[src/rtl/bram_portb_arbiter.sv]
// bram_portb_arbiter: shares BRAM port B between four peripheral requesters.
// Round-robin request/grant arbitration, one registered port-B access per
// grant, and read data returned with a one-cycle rvalid pulse.
// Optional macro PORTB_DISPLAY_PRIORITY_EN: requester 0 (display) always wins
// when requesting and its wins leave the round-robin pointer untouched.
module bram_portb_arbiter #(
  parameter int NREQ   = 4,
  parameter int ADDR_W = 16,
  parameter int DATA_W = 16
) (
  input  logic                     clk,
  input  logic                     reset,
  input  logic [NREQ-1:0]          req,
  input  logic [NREQ-1:0]          req_we,
  input  logic [NREQ*ADDR_W-1:0]   req_addr,
  input  logic [NREQ*DATA_W-1:0]   req_wdata,
  output logic [NREQ-1:0]          gnt,
  output logic [NREQ-1:0]          rvalid,
  output logic [DATA_W-1:0]        rdata,
  output logic                     busy,
  output logic [ADDR_W-1:0]        addr_b,
  output logic [DATA_W-1:0]        data_b,
  output logic                     we_b,
  input  logic [DATA_W-1:0]        q_b
);

  typedef enum logic [1:0] {
    ST_IDLE      = 2'd0,
    ST_ACCESS    = 2'd1,
    ST_READ_WAIT = 2'd2
  } state_e;

  state_e              state_q, state_d;
  logic [1:0]          ptr_q, ptr_d;
  logic [1:0]          owner_q, owner_d;
  logic [NREQ-1:0]     gnt_q, gnt_d;
  logic [NREQ-1:0]     rvalid_q, rvalid_d;
  logic [DATA_W-1:0]   rdata_q, rdata_d;
  logic [ADDR_W-1:0]   addr_b_q, addr_b_d;
  logic [DATA_W-1:0]   data_b_q, data_b_d;
  logic                we_b_q, we_b_d;
  logic                busy_q, busy_d;

  logic                any_req;
  logic                rr_found;
  logic [1:0]          rr_idx;
  logic [1:0]          cand;
  logic [1:0]          win_idx;
  logic                ptr_adv;

  // Round-robin search: first requester at or after the pointer, modulo 4.
  always_comb begin
    any_req  = |req;
    rr_found = 1'b0;
    rr_idx   = ptr_q;
    cand     = ptr_q;
    for (int k = 0; k < NREQ; k++) begin
      cand     = ptr_q + 2'(k);
      rr_idx   = (!rr_found && req[cand]) ? cand : rr_idx;
      rr_found = rr_found | req[cand];
    end
  end

  // Winner selection; display priority overrides the rotation when enabled.
  always_comb begin
`ifdef PORTB_DISPLAY_PRIORITY_EN
    if (req[0]) begin
      win_idx = 2'd0;
      ptr_adv = 1'b0;
    end else begin
      // req[0] is low here, so the rotation naturally skips requester 0.
      win_idx = rr_idx;
      ptr_adv = 1'b1;
    end
`else
    win_idx = rr_idx;
    ptr_adv = 1'b1;
`endif
  end

  // Next-state logic of the access sequencer.
  always_comb begin
    state_d = state_q;
    case (state_q)
      ST_IDLE: begin
        if (any_req) begin
          state_d = ST_ACCESS;
        end else begin
          state_d = ST_IDLE;
        end
      end
      ST_ACCESS: begin
        if (we_b_q) begin
          state_d = ST_IDLE;
        end else begin
          state_d = ST_READ_WAIT;
        end
      end
      ST_READ_WAIT: state_d = ST_IDLE;
      default:      state_d = ST_IDLE;
    endcase
  end

  // Output/datapath next values; every output is a flop.
  always_comb begin
    gnt_d    = {NREQ{1'b0}};
    rvalid_d = {NREQ{1'b0}};
    rdata_d  = rdata_q;
    addr_b_d = addr_b_q;
    data_b_d = data_b_q;
    we_b_d   = 1'b0;
    owner_d  = owner_q;
    ptr_d    = ptr_q;
    case (state_q)
      ST_IDLE: begin
        if (any_req) begin
          gnt_d    = NREQ'(1'b1) << win_idx;
          addr_b_d = req_addr[win_idx*ADDR_W +: ADDR_W];
          data_b_d = req_wdata[win_idx*DATA_W +: DATA_W];
          we_b_d   = req_we[win_idx];
          owner_d  = win_idx;
          if (ptr_adv) begin
            ptr_d = win_idx + 2'd1;
          end else begin
            ptr_d = ptr_q;
          end
        end else begin
          we_b_d = 1'b0;
        end
      end
      ST_ACCESS: begin
        we_b_d = 1'b0;
      end
      ST_READ_WAIT: begin
        rdata_d  = q_b;
        rvalid_d = NREQ'(1'b1) << owner_q;
      end
      default: begin
        we_b_d = 1'b0;
      end
    endcase
    busy_d = (state_d != ST_IDLE);
  end

  // State and output registers with synchronous reset.
  always_ff @(posedge clk) begin
    if (reset) begin
      state_q  <= ST_IDLE;
      ptr_q    <= 2'd0;
      owner_q  <= 2'd0;
      gnt_q    <= {NREQ{1'b0}};
      rvalid_q <= {NREQ{1'b0}};
      rdata_q  <= {DATA_W{1'b0}};
      addr_b_q <= {ADDR_W{1'b0}};
      data_b_q <= {DATA_W{1'b0}};
      we_b_q   <= 1'b0;
      busy_q   <= 1'b0;
    end else begin
      state_q  <= state_d;
      ptr_q    <= ptr_d;
      owner_q  <= owner_d;
      gnt_q    <= gnt_d;
      rvalid_q <= rvalid_d;
      rdata_q  <= rdata_d;
      addr_b_q <= addr_b_d;
      data_b_q <= data_b_d;
      we_b_q   <= we_b_d;
      busy_q   <= busy_d;
    end
  end

  assign gnt    = gnt_q;
  assign rvalid = rvalid_q;
  assign rdata  = rdata_q;
  assign busy   = busy_q;
  assign addr_b = addr_b_q;
  assign data_b = data_b_q;
  // Reset during ACCESS suppresses the BRAM write that would land at the
  // end of that cycle, so an interrupted write never completes.
  assign we_b   = we_b_q & ~reset;

endmodule

[config.mk]
export PLATFORM = sky130hd
export DESIGN_NAME = bram_portb_arbiter
export DESIGN_NICKNAME = d
export VERILOG_FILES = /design/src/rtl/bram_portb_arbiter.sv
export SDC_FILE = /design/constraint.sdc
export NUM_CORES = 1
export LEC_CHECK = 0
export BUFFER_PORTS_ARGS = -buffer_cell sky130_fd_sc_hd__buf_4
export CAP_MARGIN = 20
export CORE_ASPECT_RATIO = 0.6
export CORE_MARGIN = 2
export CORE_UTILIZATION = 48
export CTS_BUF_LIST = sky130_fd_sc_hd__clkbuf_4
export CTS_CLUSTER_SIZE = 16
export DETAILED_ROUTE_END_ITERATION = 8
export PLACE_DENSITY = 0.9
export SYNTH_ARGS = -nofsm -noshare
export SYNTH_HDL_FRONTEND = slang
export SYNTH_SLANG_ARGS = --single-unit
export TNS_END_PERCENT = 50
[constraint.sdc]
create_clock -name clk -period 3.9 [get_ports clk]
set_input_delay 0.39 -clock clk [delete_from_list [all_inputs] [get_ports clk]]
set_output_delay 0.39 -clock clk [all_outputs]
set_load 0.01 [all_outputs]
==> summary.md <==
| Metric | Value |
|---|---|
| Fmax | around 350 MHz |
| Clock tree from TritonCTS | built |
| Grt total ovfl | 0 |
| Syn nets | about 550 |
| Data arrival at the endpoint of the critical path | approximately 3.2 ns |
| Initial antenna violation count | 0 |
| Chip width | between 100 and 150 µm |
| Boundary Pins | between 200 and 250 |
| Sequential fraction of the synthesis area | a little under two fifths |
| Unrepaired setup endpoints after global routing | no |
| Proportion of layout cells with a drive suffix above 1 | between 40% and 50% |
| Final core utilization | between 70% and 80% |
| Std-Cell Rows | 23 |
| Syn Area/Cell | 8.70 µm² |
| Maximum buffer depth of the clock tree | 2 |
| Non-Filler Instances | between 600 and 700 |
| Post-Place Cells | around 660 |
| Fraction of synthesis flops using an asynchronous set or reset pin | 0% |
| Number of cells upsized or downsized after cts | 0 |
| MaxCap Viol Count | 0 |
| Maximum single-stage delay on the critical path | approximately 0.75 ns |
| HPWL reported at the end of detailed placement | about 8600 µm |
| Total die area | ~7900 µm² |
| Min setup slack post-route | around 1.1 ns |
| Post-detailed-route wirelength per cell | 17.2 µm |
| Setup Slack @ Placement | 1.05 ns |
| Clock transition at path regs | about 0.13 ns |
| Leakage power figure | between 2 and 2.5 nW |
| Path class of the lowest-slack min-delay path | in2reg |
| First-pass GRT wire length | 18500 µm |
| Prevailing post-synth register cell | dfxtp_1 |
| Die Height | 69.9 µm |
| Largest net degree at the start of global routing | 35 |
| Number of diodes | 0 |
| Synthesized instance count | 399 |
| Outcome | finished clean |
| Tightest hold margin | ~0.21 ns |
| Synthesized cell area | 3470 µm² |
| Initial core utilization | roughly half |
| Number of clock sinks | between 60 and 70 |
| Combinational cell fraction of total power | 37.2% |
| Part of the total power dissipated in sequential elements | roughly 38% |
| Detailed-route wire length | about 12000 µm |
| Minimum clock period after layout | approximately 2.8 ns |
| Sequence of cells on the critical path | nor2b_1 > o21bai_2 > buf_4 > nand3_2 > mux4_2 > and2_1 |
| Clock skew after layout | between 0.02 and 0.025 ns |
| Area grow syn2layout | 50.3% |
| RD Place Congestion | between 0.8 and 0.9 |
| Number of global-route vias before repair | approximately 3800 |
| Filler Cells Inserted | between 500 and 600 |
| Peak supply drop | around 0.21 mV |
| Number of endpoints failing setup at the final stage | 0 |
| Antenna Violating Nets Remaining | 0 |
| Number of pins exceeding their max-slew limit in the final report | 0 |
| Worst slew margin relative to its limit | between 30 and 40% |
| Standard cell core area | around 6800 µm² |
| Areal power density over the cells | 411 nW/µm² |
| Sort of element at the end of the critical path | flop |
| Number of port buffers | 211 |
| Setup Buffers After CTS | 0 |
| Detailed-route via count | roughly 3900 |
| Classification of the worst setup path | reg2reg |
| Global routing usage summed across all routing layers | ~29% |
| Actual slew at the worst max-slew pin | between 0.9 and 1 ns |
| Number of CTS-inserted buffers | 9 |
| Sw Ratio | between 30% and 40% |
| Power share of the clock group | between 20 and 30% |
| Yosys warning count | 0 |
| Area fraction of the dominant cell type after synthesis | 36.9% |
| Internal power | ~0.0014 W |
| CTS HTree Levels | 3 |
| Initial DRC count | roughly 250 |
| Clock latency on the worst-skew pair | ~0.42 ns |
| Final critical-path share of the clock period | 72.9% |
| Number of flops mapped to enable cells by yosys | 0 |
| Final-stage net count | 742 |
| Hold buffer count at CTS | 0 |
| Crit path launch type | flop |
| Slowest cell on the critical path | mux4_2 |
| Drt pass-1 iters | 4 |
| Distinct cell type count of the synthesized netlist | 41 |
| Final hold violation count | 0 |
| DRC Markers | 0 |
| Most area-hungry cell type in the Yosys netlist | dfxtp_1 |
| Average vias per placed instance | between 5 and 6 |
| Net Sw Power | around 0.00072 W |
| Clock Root Buffer | clkbuf_4 |
| Cells taking the most area after synthesis | dfxtp_1, mux2i_1, and4_1 |
| Number of storage elements in the synthesis netlist | between 60 and 70 |
| Worst Path Required | roughly 4.2 ns |
| Crit Path Max Fanout | 33 |
| Setup TNS after final layout | 0 ns |
[sequential cells by signal (all words and copies together), names as in the netlist]
| signal | flops |
|---|---|
| addr_b | 16 |
| owner_q | 2 |
| we_b_q | 1 |
| ptr_q | 2 |
| gnt | 4 |
| data_b | 16 |
| state_q | 2 |
| rdata | 16 |
| rvalid | 4 |
| busy | 1 |
[cell usage in the layout (no fill, tap or decap), drive strengths merged, types with 9 or more instances in the layout]
| master | count |
|---|---|
| o211ai | 32 |
| buf | 220 |
| mux2i | 33 |
| a21oi | 19 |
| nand2 | 66 |
| o31a | 32 |
| clkbuf | 9 |
| and4 | 32 |
| dfxtp | 64 |
| o21ai | 35 |
[critical path, delay by kind of cell, from the launching register on]
kind            cells  cell delay (ns)
mux                 1             0.75
flops               1             0.55
compound gates      1             0.12
buf+inv             1             0.30
simple gates        3             1.01
[through the flow]
stage | area (µm²) | power [W]
after floorplan | 3470 | 0.00128
after global placement | 5030 | 0.00159
after detailed placement | 5030 | 0.00162
after CTS | 5210 | 0.00215
after global routing | 5210 | 0.00226
final | 5210 | 0.00215
[final cells by class]
type	count	area, µm²	area share [%]
Clock buffer	9	67.6	1.30
Clock inverter	7	104	1.99
Inverter	1	3.75	0.0720
Multi-Input combinational cell	292	2000	38.3
Sequential cell	64	1280	24.6
Tap cell	87	109	2.09
Timing Repair Buffer	220	1650	31.7
[per-layer routing]
layer | vias to the layer above | global-route usage, % | routed length (µm)
met4 | 0 | 7.18 | 160
met1 | 1819 | 36.0 | 4810
li1 | 1862 | - | -
met5 | - | 0 | 0
met3 | 18 | 8.42 | 1020
met2 | 172 | 49.2 | 5740
[worst paths after layout]
kind	from	cells after the start	slack, ns	to
setup / recovery	ptr_q[1]	6	1.06	we_b_q
hold / removal	q_b[4]	3	0.21	rdata[4]
setup reg to reg	ptr_q[1]	6	1.06	we_b_q
hold reg to reg	rdata[8]	2	0.47	rdata[8]
[cells in the mapped netlist, types with 6 or more instances]
master     n
o21ai_1   34
o31a_1    32
and4_1    32
nor2_1     6
dfxtp_1   64
mux2i_1   33
nand2_1   65
clkbuf_1  27
nor2b_1    7
buf_2     11
o211ai_1  32
a21oi_1   18
[power groups by stage]
stage	sequential (W)	clock (W)	combinational, W
6_report	0.000813	0.000536	0.000797
5_1_grt	0.000824	0.000578	0.000863
2_1_floorplan	0.000855	0	0.000423
4_1_cts	0.000811	0.000543	0.000797
3_5_place_dp	0.000824	0	0.000794
3_3_place_gp	0.000818	0	0.000775
[logic make-up (layout without fill, tap and decap cells)]
group | Yosys count | after routing | synth area share [%]
xor+xnor | 1 | 1 | 0.252
flops | 64 | 64 | 36.9
compound gates | 124 | 124 | 25.1
buf+inv | 43 | 237 | 5.59
mux | 34 | 34 | 10.2
simple gates | 133 | 133 | 22.0
Note: power is estimated with default switching activity, not from simulation.
